File: src/rtl/encoder_pkg.sv
// Shared constants and FSM encoding for the pattern encoder.
// Imported by encoder4 and piso4.
package encoder_pkg;

  localparam int PAT_W_DEF = 4;

  typedef enum logic [1:0] {
    S_IDLE = 2'd0,
    S_SEND = 2'd1,
    S_DONE = 2'd2
  } state_t;

endpackage

File: src/rtl/piso4.sv
// Parallel-in serial-out tx register with bit counter, MSB first.
// Ports: clk, clr (async low), load/din, shift, msb out, last (cnt==0).
module piso4
  import encoder_pkg::*;
#(
  parameter int W = PAT_W_DEF
) (
  input  logic         clk,
  input  logic         clr,
  input  logic         load,
  input  logic         shift,
  input  logic [W-1:0] din,
  output logic         msb,
  output logic         last
);

  localparam int CW = (W > 1) ? $clog2(W) : 1;

  logic [W-1:0]  tx;
  logic [CW-1:0] cnt;

  // Zeros shift in, so after the final bit tx is empty and msb idles at 0.
  always_ff @(posedge clk or negedge clr) begin
    if (!clr) begin
      tx  <= '0;
      cnt <= '0;
    end else if (load) begin
      tx  <= din;
      cnt <= CW'(W - 1);
    end else if (shift) begin
      tx <= {tx[W-2:0], 1'b0};
      if (cnt != '0)
        cnt <= cnt - 1'b1;
    end
  end

  assign msb  = tx[W-1];
  assign last = (cnt == '0);

endmodule

File: src/rtl/encoder4.sv
// Programmable serial pattern transmitter with repeat count.
// Ports: clk, clr, enable/prgm (program), start, reps -> sig, busy, done.
module encoder4
  import encoder_pkg::*;
#(
  parameter int PAT_W = PAT_W_DEF
) (
  input  logic       clk,
  input  logic       clr,
  input  logic       enable,
  input  logic       prgm,
  input  logic       start,
  input  logic [3:0] reps,
  output logic       sig,
  output logic       busy,
  output logic       done
);

  state_t           state;
  state_t           state_nx;
  logic [PAT_W-1:0] pat;
  logic [PAT_W-1:0] snap;
  logic [3:0]       rep;
  logic             accept;
  logic             reload;
  logic             load;
  logic             shift;
  logic             last;
  logic [PAT_W-1:0] din;

  always_ff @(posedge clk or negedge clr) begin
    if (!clr)
      pat <= '0;
    else if (enable)
      pat <= {pat[PAT_W-2:0], prgm};
  end

  always_ff @(posedge clk or negedge clr) begin
    if (!clr)
      state <= S_IDLE;
    else
      state <= state_nx;
  end

  always_comb begin
    state_nx = state;
    unique case (state)
      S_IDLE: if (start) state_nx = S_SEND;
      S_SEND: if (last && rep == 4'd0)
                state_nx = S_DONE;
      S_DONE: state_nx = S_IDLE;
      default: state_nx = S_IDLE;
    endcase
  end

  always_comb begin
    busy = 1'b0;
    done = 1'b0;
    unique case (state)
      S_SEND:  busy = 1'b1;
      S_DONE:  done = 1'b1;
      default: ;
    endcase
  end

  assign accept = (state == S_IDLE) && start;
  assign reload = busy && last && (rep != 4'd0);
  assign load   = accept || reload;
  assign shift  = busy && !reload;
  // Repeats come from the snapshot so live programming can't leak in.
  assign din    = accept ? pat : snap;

  always_ff @(posedge clk or negedge clr) begin
    if (!clr) begin
      snap <= '0;
      rep  <= '0;
    end else if (accept) begin
      snap <= pat;
      rep  <= reps;
    end else if (reload) begin
      rep <= rep - 1'b1;
    end
  end

  piso4 #(
    .W(PAT_W)
  ) u_piso (
    .clk  (clk),
    .clr  (clr),
    .load (load),
    .shift(shift),
    .din  (din),
    .msb  (sig),
    .last (last)
  );

endmodule
File: config.mk
export PLATFORM = sky130hd
export DESIGN_NAME = encoder4
export DESIGN_NICKNAME = d
export VERILOG_FILES = /design/src/rtl/encoder_pkg.sv /design/src/rtl/piso4.sv /design/src/rtl/encoder4.sv
export SDC_FILE = /design/constraint.sdc
export NUM_CORES = 1
export LEC_CHECK = 0
export CORE_ASPECT_RATIO = 1.4
export CORE_MARGIN = 2
export CORE_UTILIZATION = 33
export DETAILED_ROUTE_END_ITERATION = 8
export GPL_ROUTABILITY_DRIVEN = 0
export GPL_TIMING_DRIVEN = 0
export PLACE_DENSITY_LB_ADDON = 0.12
export SLEW_MARGIN = 25
export SYNTH_ARGS = -nofsm -noshare
export SYNTH_HDL_FRONTEND = slang
export SYNTH_SLANG_ARGS = --single-unit
File: constraint.sdc
create_clock -name clk -period 2.28 [get_ports clk]
set_clock_uncertainty 0.15 [all_clocks]
set_input_delay 0.456 -clock clk [delete_from_list [all_inputs] [get_ports clk]]
set_output_delay 0.456 -clock clk [all_outputs]
set_load 0.02 [all_outputs]
==> run summary, run 1 <==
Top cells by count, synth: 20 x dfrtp_1, 12 x nand2_1, 9 x inv_1
GR Util All Layers: 12.8%
CP bufs+invs: 2
Status: finished, violations left
RSZ-0062 raised after global routing: false
Share of cells above drive strength 1: 13.9%
Number of synthesized flops with an enable pin: 0
Core area: 2880 µm²
Post-layout util: 42.5%
Top cell type's share of synthesized area: 50.0%
Clock Latency Late Sink: 260 ps
First-pass GRT wire length: 3510 µm
Syn Inst Count: 93
Initial drt markers: 9
#FFs+latches synth: 20
Tcrit/Tclk final: 94.2%
Via Count: 746
Max clock buf depth: 2
Startpoint type of the worst setup path: flop
Synthesized cell area: 1000 µm²
Worst EP arrival: 1540 ps
Failing checks: hold timing
Initial antenna violation count: 0
Static Leakage: 0.550 nW
Number of I/O port buffers: 11
Worst EP required: 1670 ps
Die X: 50.5 µm
Pin count of the biggest net entering global routing: 21
Area Growth Syn to Fin: 22.2%
HPWL after detailed placement: 1490 µm
Sink Count: 20
Async set or reset register ratio after synthesis: 100%
Number of diodes: 0
I/O pins: 12
CP Max Fanout: 8
Crit-path slowest cell: clkdlybuf4s50_1
Pwr Density: 1210 nW/µm²
Endpoints failing hold: 14
Clock-pin transition on the worst setup and hold timing paths: 80 ps
GR Overflow Total: 0
Max Slew Vio Count: 0
Slowest cell delay on critical path: 620 ps
CP cell instances: inv_1 > nor2_1 > clkdlybuf4s50_1
CTS Buf Count: 3
Worst Path Class, Setup: reg -> out
Hold Crit Class: in -> async
Postcts setup bufs: 0
DR WL/cell: 13.8 µm
CP top delay family: buffers and inverters
CTS root buf: clkbuf_8
Drt via density: 5.14
Detailed Route WL: 2000 µm
Sequential element share of the synthesized area: 50.0%
CTS tree: built
Initial Util: 34.8%
Site Rows: 23
Layout Nets: 120
Fillcell total: 301
VDD IR-drop max: 616 µV
Synth warn: 0
Worst hold slack: -3.41 ps
Routed Antenna Nets: 0
Ys flop type: dfrtp_1
Setup violators final: 0
Worst-Margin Slew: 882 ps
F_max: 0.466 GHz
Worst slew margin: 41.1%
Max Cap Violations: 0
Remaining routing DRC violations: 0
Top-count cell post-synth: dfrtp_1
Final min period: 2150 ps
TritonRoute pass-1 iters: 4
DIE AREA: 3500 µm²
Avg Synthesized Cell Area: 10.8 µm²
Netlist cell types: 33
Total power: 1.48 mW
Setup_tns: 0 ps
H-tree depth: 1
Cts hold-fix bufs: 0
Post_cts resized: 0
Synth area leader: dfrtp_1
Pre-CTS WS: -118 ps
CP Capture Type: primary output
Synth top area cells: dfrtp_1 50%, mux2_2 4.5%, nand2_1 4.5%
Net Count, Synth: 104
Vias in the first global route: 795
Die height: 69.2 µm
Worst setup margin: 132 ps
[flip-flops by register name (all words and copies together), names as in the netlist]
| signal | count |
|---|---|
| u_piso.tx | 4 |
| pat | 4 |
| state | 2 |
| snap | 4 |
| u_piso.cnt | 2 |
| rep | 4 |
[report_power, final]
part	internal, mW	switching (mW)	leakage (nW)
clock	0.234	0.118	0.0357
combinational	0.259	0.298	0.269
sequential	0.483	0.0840	0.245
total	0.976	0.500	0.550
[final timing paths]
path / startpoint / to / slack, ps / cells past startpoint
hold reg to reg: snap[0] / snap[0] / 330 / 2
min in group clk: snap[0] / snap[0] / 330 / 2
max in group asynchronous: clr / state[0] / 1660 / 1
setup / recovery: state[1] / done / 130 / 3
setup reg to reg: state[0] / u_piso.tx[3] / 350 / 4
hold / removal: clr / rep[2] / -3 / 1
[per-layer routing]
metal / track usage (%) / vias to the layer above / share of wire [%]
met5: 0 / - / 0
met4: 3.60 / 0 / 0.85
met3: 2.60 / 2 / 2.6
met2: 23.5 / 7 / 55
met1: 14.5 / 365 / 41
li1: - / 372 / -
[layout by cell type (no fill, tap or decap), drive strengths merged]
| master | instances |
|---|---|
| and2b | 1 |
| or4 | 1 |
| mux2 | 4 |
| nand4bb | 1 |
| nor3b | 2 |
| a21oi | 4 |
| o211ai | 5 |
| dfrtp | 20 |
| o21bai | 1 |
| o31ai | 1 |
| o21ai | 3 |
| and3b | 1 |
| nand4 | 1 |
| a31oi | 1 |
| clkdlybuf4s50 | 10 |
| or3 | 1 |
| inv | 9 |
| or3b | 2 |
| o2111a | 2 |
| nand3 | 3 |
| buf | 2 |
| o21ba | 1 |
| o2111ai | 3 |
| nand2 | 12 |
| bufinv | 1 |
| nand3b | 2 |
| ha | 2 |
| clkbuf | 4 |
| mux2i | 3 |
| and3 | 2 |
| nor2 | 2 |
| nor4 | 1 |
[through the flow]
stage          cells  cell area, µm²
2_1_floorplan     93            1000
3_3_place_gp     141            1160
3_5_place_dp     141            1160
4_1_cts          145            1230
5_1_grt          145            1220
6_report         145            1220
[final cells by class]
cell class                 count  area, µm²  area share (%)
buffer                         2       21.3            1.74
tap                           37       46.3            3.78
inverter                       9       33.8            2.76
multi-input combinational     62        445            36.4
clock inverter                 1       30.0            2.45
timing repair buffer          11        105            8.59
clock buffer                   3       41.3            3.37
sequential                    20        500            40.9
[cells by family after synthesis]
family,Yosys count,share of synthesized area (%)
adders and majority gates,2,2.50
DFF,20,50.0
buffers and inverters,11,5.50
muxes,7,7.50
AOI/OAI and AO/OA,21,15.3
and+or+nand+nor,32,19.3
No activity file was read; power rests on OpenSTA's default activity.
==> inputs of run 2 (changes only) <==
--- a/config.mk
+++ b/config.mk
@@ -5,6 +5,7 @@
 export SDC_FILE = /design/constraint.sdc
 export NUM_CORES = 1
 export LEC_CHECK = 0
+export ABC_CLOCK_PERIOD_IN_PS = 2280
 export CORE_ASPECT_RATIO = 1.4
 export CORE_MARGIN = 2
 export CORE_UTILIZATION = 33
==> results of run 2 <==
No change in the layout: final DEF, timing and power equal those of run 1.
==> inputs of run 3 (changes only) <==
--- a/config.mk
+++ b/config.mk
@@ -7,7 +7,6 @@
 export LEC_CHECK = 0
 export ABC_CLOCK_PERIOD_IN_PS = 2280
 export CORE_ASPECT_RATIO = 1.4
-export CORE_MARGIN = 2
 export CORE_UTILIZATION = 33
 export DETAILED_ROUTE_END_ITERATION = 8
 export GPL_ROUTABILITY_DRIVEN = 0
==> constraint.sdc (replaced) <==
create_clock -name clk -period 2.28 [get_ports clk]
set_clock_uncertainty 0.15 [all_clocks]
set_input_delay 0.228 -clock clk [delete_from_list [all_inputs] [get_ports clk]]
set_output_delay 0.228 -clock clk [all_outputs]
set_load 0.02 [all_outputs]
==> run summary, run 3 (synthesis results as in run 1) <==
CP cell instances: buf_4 > nor3b_1 > a21oi_1 > o211ai_1
RSZ-0062 raised after global routing: false
Pwr Density: 1120 nW/µm²
Worst slew margin: 43.9%
I/O pins: 12
Busiest layer in global routing: met2
Status: complete, no violations
Most common library cell in the layout ignoring fill and taps: dfrtp_1
CTS tree: built
Endpoints failing hold: 0
Max Slew Vio Count: 0
Remaining routing DRC violations: 0
GR Util All Layers: 14.4%
Met3 Resource Use GR: 2.70%
Number of I/O port buffers: 11
Clock Latency Late Sink: 260 ps
Commonest non-fill, non-tap cells in the layout: 20 x dfrtp_1, 12 x nand2_1, 10 x clkdlybuf4s50_1, 9 x inv_1, 5 x o211ai_1
Initial antenna violation count: 0
Die height: 67.2 µm
GR Overflow Total: 0
Clock power share: 17.3%
Static Leakage: 0.540 nW
CP Max Fanout: 10
Layout Nets: 121
Gate power share: 40.9%
First-pass GRT wire length: 3480 µm
Share of cells above drive strength 1: 13.0%
Area Growth Syn to Fin: 20.2%
Initial Util: 34.8%
HPWL after detailed placement: 1450 µm
Net Sw Power: 0.488 mW
Worst Path Class, Setup: reg -> reg
Clock-pin transition on the worst setup and hold timing paths: 80 ps
Via Count: 752
Postcts setup bufs: 0
DIE AREA: 3260 µm²
Vias in the first global route: 742
Part of the power in registers: 41.8%
Sw Share: 36.2%
Reg2Reg Setup Slack: 370 ps
Site Rows: 23
Detailed Route WL: 2010 µm
Routed Antenna Nets: 0
Worst setup margin: 374 ps
Core area: 2880 µm²
Die X: 48.5 µm
Pre-CTS WS: 79.1 ps
GRT met1 Usage: 17.1%
Pin count of the biggest net entering global routing: 21
Setup_tns: 0 ps
Final min period: 1910 ps
TritonRoute pass-1 iters: 4
Worst EP required: 2290 ps
CTS Buf Count: 3
Number of diodes: 0
Startpoint type of the worst setup path: flop
VDD IR-drop max: 475 µV
Crit-path slowest cell: nor3b_1
Initial drt markers: 7
DR WL/cell: 13.8 µm
Worst EP arrival: 1920 ps
Max Cap Violations: 0
H-tree depth: 1
Worst-Margin Slew: 839 ps
Drt via density: 5.19
Hold Crit Class: in -> async
Max clock buf depth: 2
Internal power: 0.861 mW
Slowest cell delay on critical path: 700 ps
CTS root buf: clkbuf_8
CP Capture Type: flop
Setup violators final: 0
F_max: 0.525 GHz
Sink Count: 20
Tcrit/Tclk final: 83.6%
M2 GR Usage: 25.4%
[run 3: cell types whose count changed in the layout (fill, tap and decap cells not counted)]
| cell | change |
|---|---|
| bufinv_16 | -1 |
| dlygate4sd3_1 | +1 |
[run 3: layer usage]
metal	vias up	part of all wire, %
met2	10	52
met5	-	0
li1	372	-
met3	5	2.0
met1	365	44
met4	0	2.0
[run 3: through the flow]
stage / hold slack [ps] / instances / util, % / instance area [µm²] / power [mW]
2_1_floorplan: -218 / 93 / - / 1000 / 0.971
3_3_place_gp: 315 / 141 / 40.2 / 1160 / 1.12
3_5_place_dp: 313 / 141 / 40.2 / 1160 / 1.13
4_1_cts: 332 / 144 / 41.7 / 1200 / 1.37
5_1_grt: 352 / 145 / 41.8 / 1200 / 1.47
6_report: 293 / 145 / 41.8 / 1200 / 1.35
[run 3: critical path, delay by kind of cell, from the launching register on]
kind                   cells  cell delay, ps
AOI/OAI and AO/OA          2             420
and+or+nand+nor            1             700
DFF                        1             380
buffers and inverters      1             170
[run 3: final cells by class]
cell class                 instances  area (µm²)
inverter                           9        33.8
multi-input combinational         62         445
clock buffer                       3        41.3
timing repair buffer              12         115
buffer                             2        21.3
tap                               37        46.3
sequential                        20         500
fill                             302        1670
[run 3: worst paths after layout]
check	from	to	depth (start not counted)
worst min register to register	snap[0]	snap[0]	2
worst max-delay path	state[0]	u_piso.tx[3]	4
max in group asynchronous	clr	u_piso.tx[2]	2
worst max register to register	state[0]	u_piso.tx[3]	4
worst min-delay path	clr	rep[2]	2
min in group clk	snap[0]	snap[0]	2
[run 3: power groups by stage]
| stage | combinational, mW | clock [mW] | sequential (mW) |
|---|---|---|---|
| 5_1_grt | 0.633 | 0.251 | 0.583 |
| 6_report | 0.552 | 0.234 | 0.564 |
| 3_3_place_gp | 0.547 | 0 | 0.573 |
| 3_5_place_dp | 0.560 | 0 | 0.573 |
| 2_1_floorplan | 0.417 | 0 | 0.554 |
| 4_1_cts | 0.564 | 0.241 | 0.566 |
[run 3: timing repair]
item	4_1_cts	5_1_grt
resized for setup	0	0
endpoints found under the hold margin	0	20
hold buffers	0	1
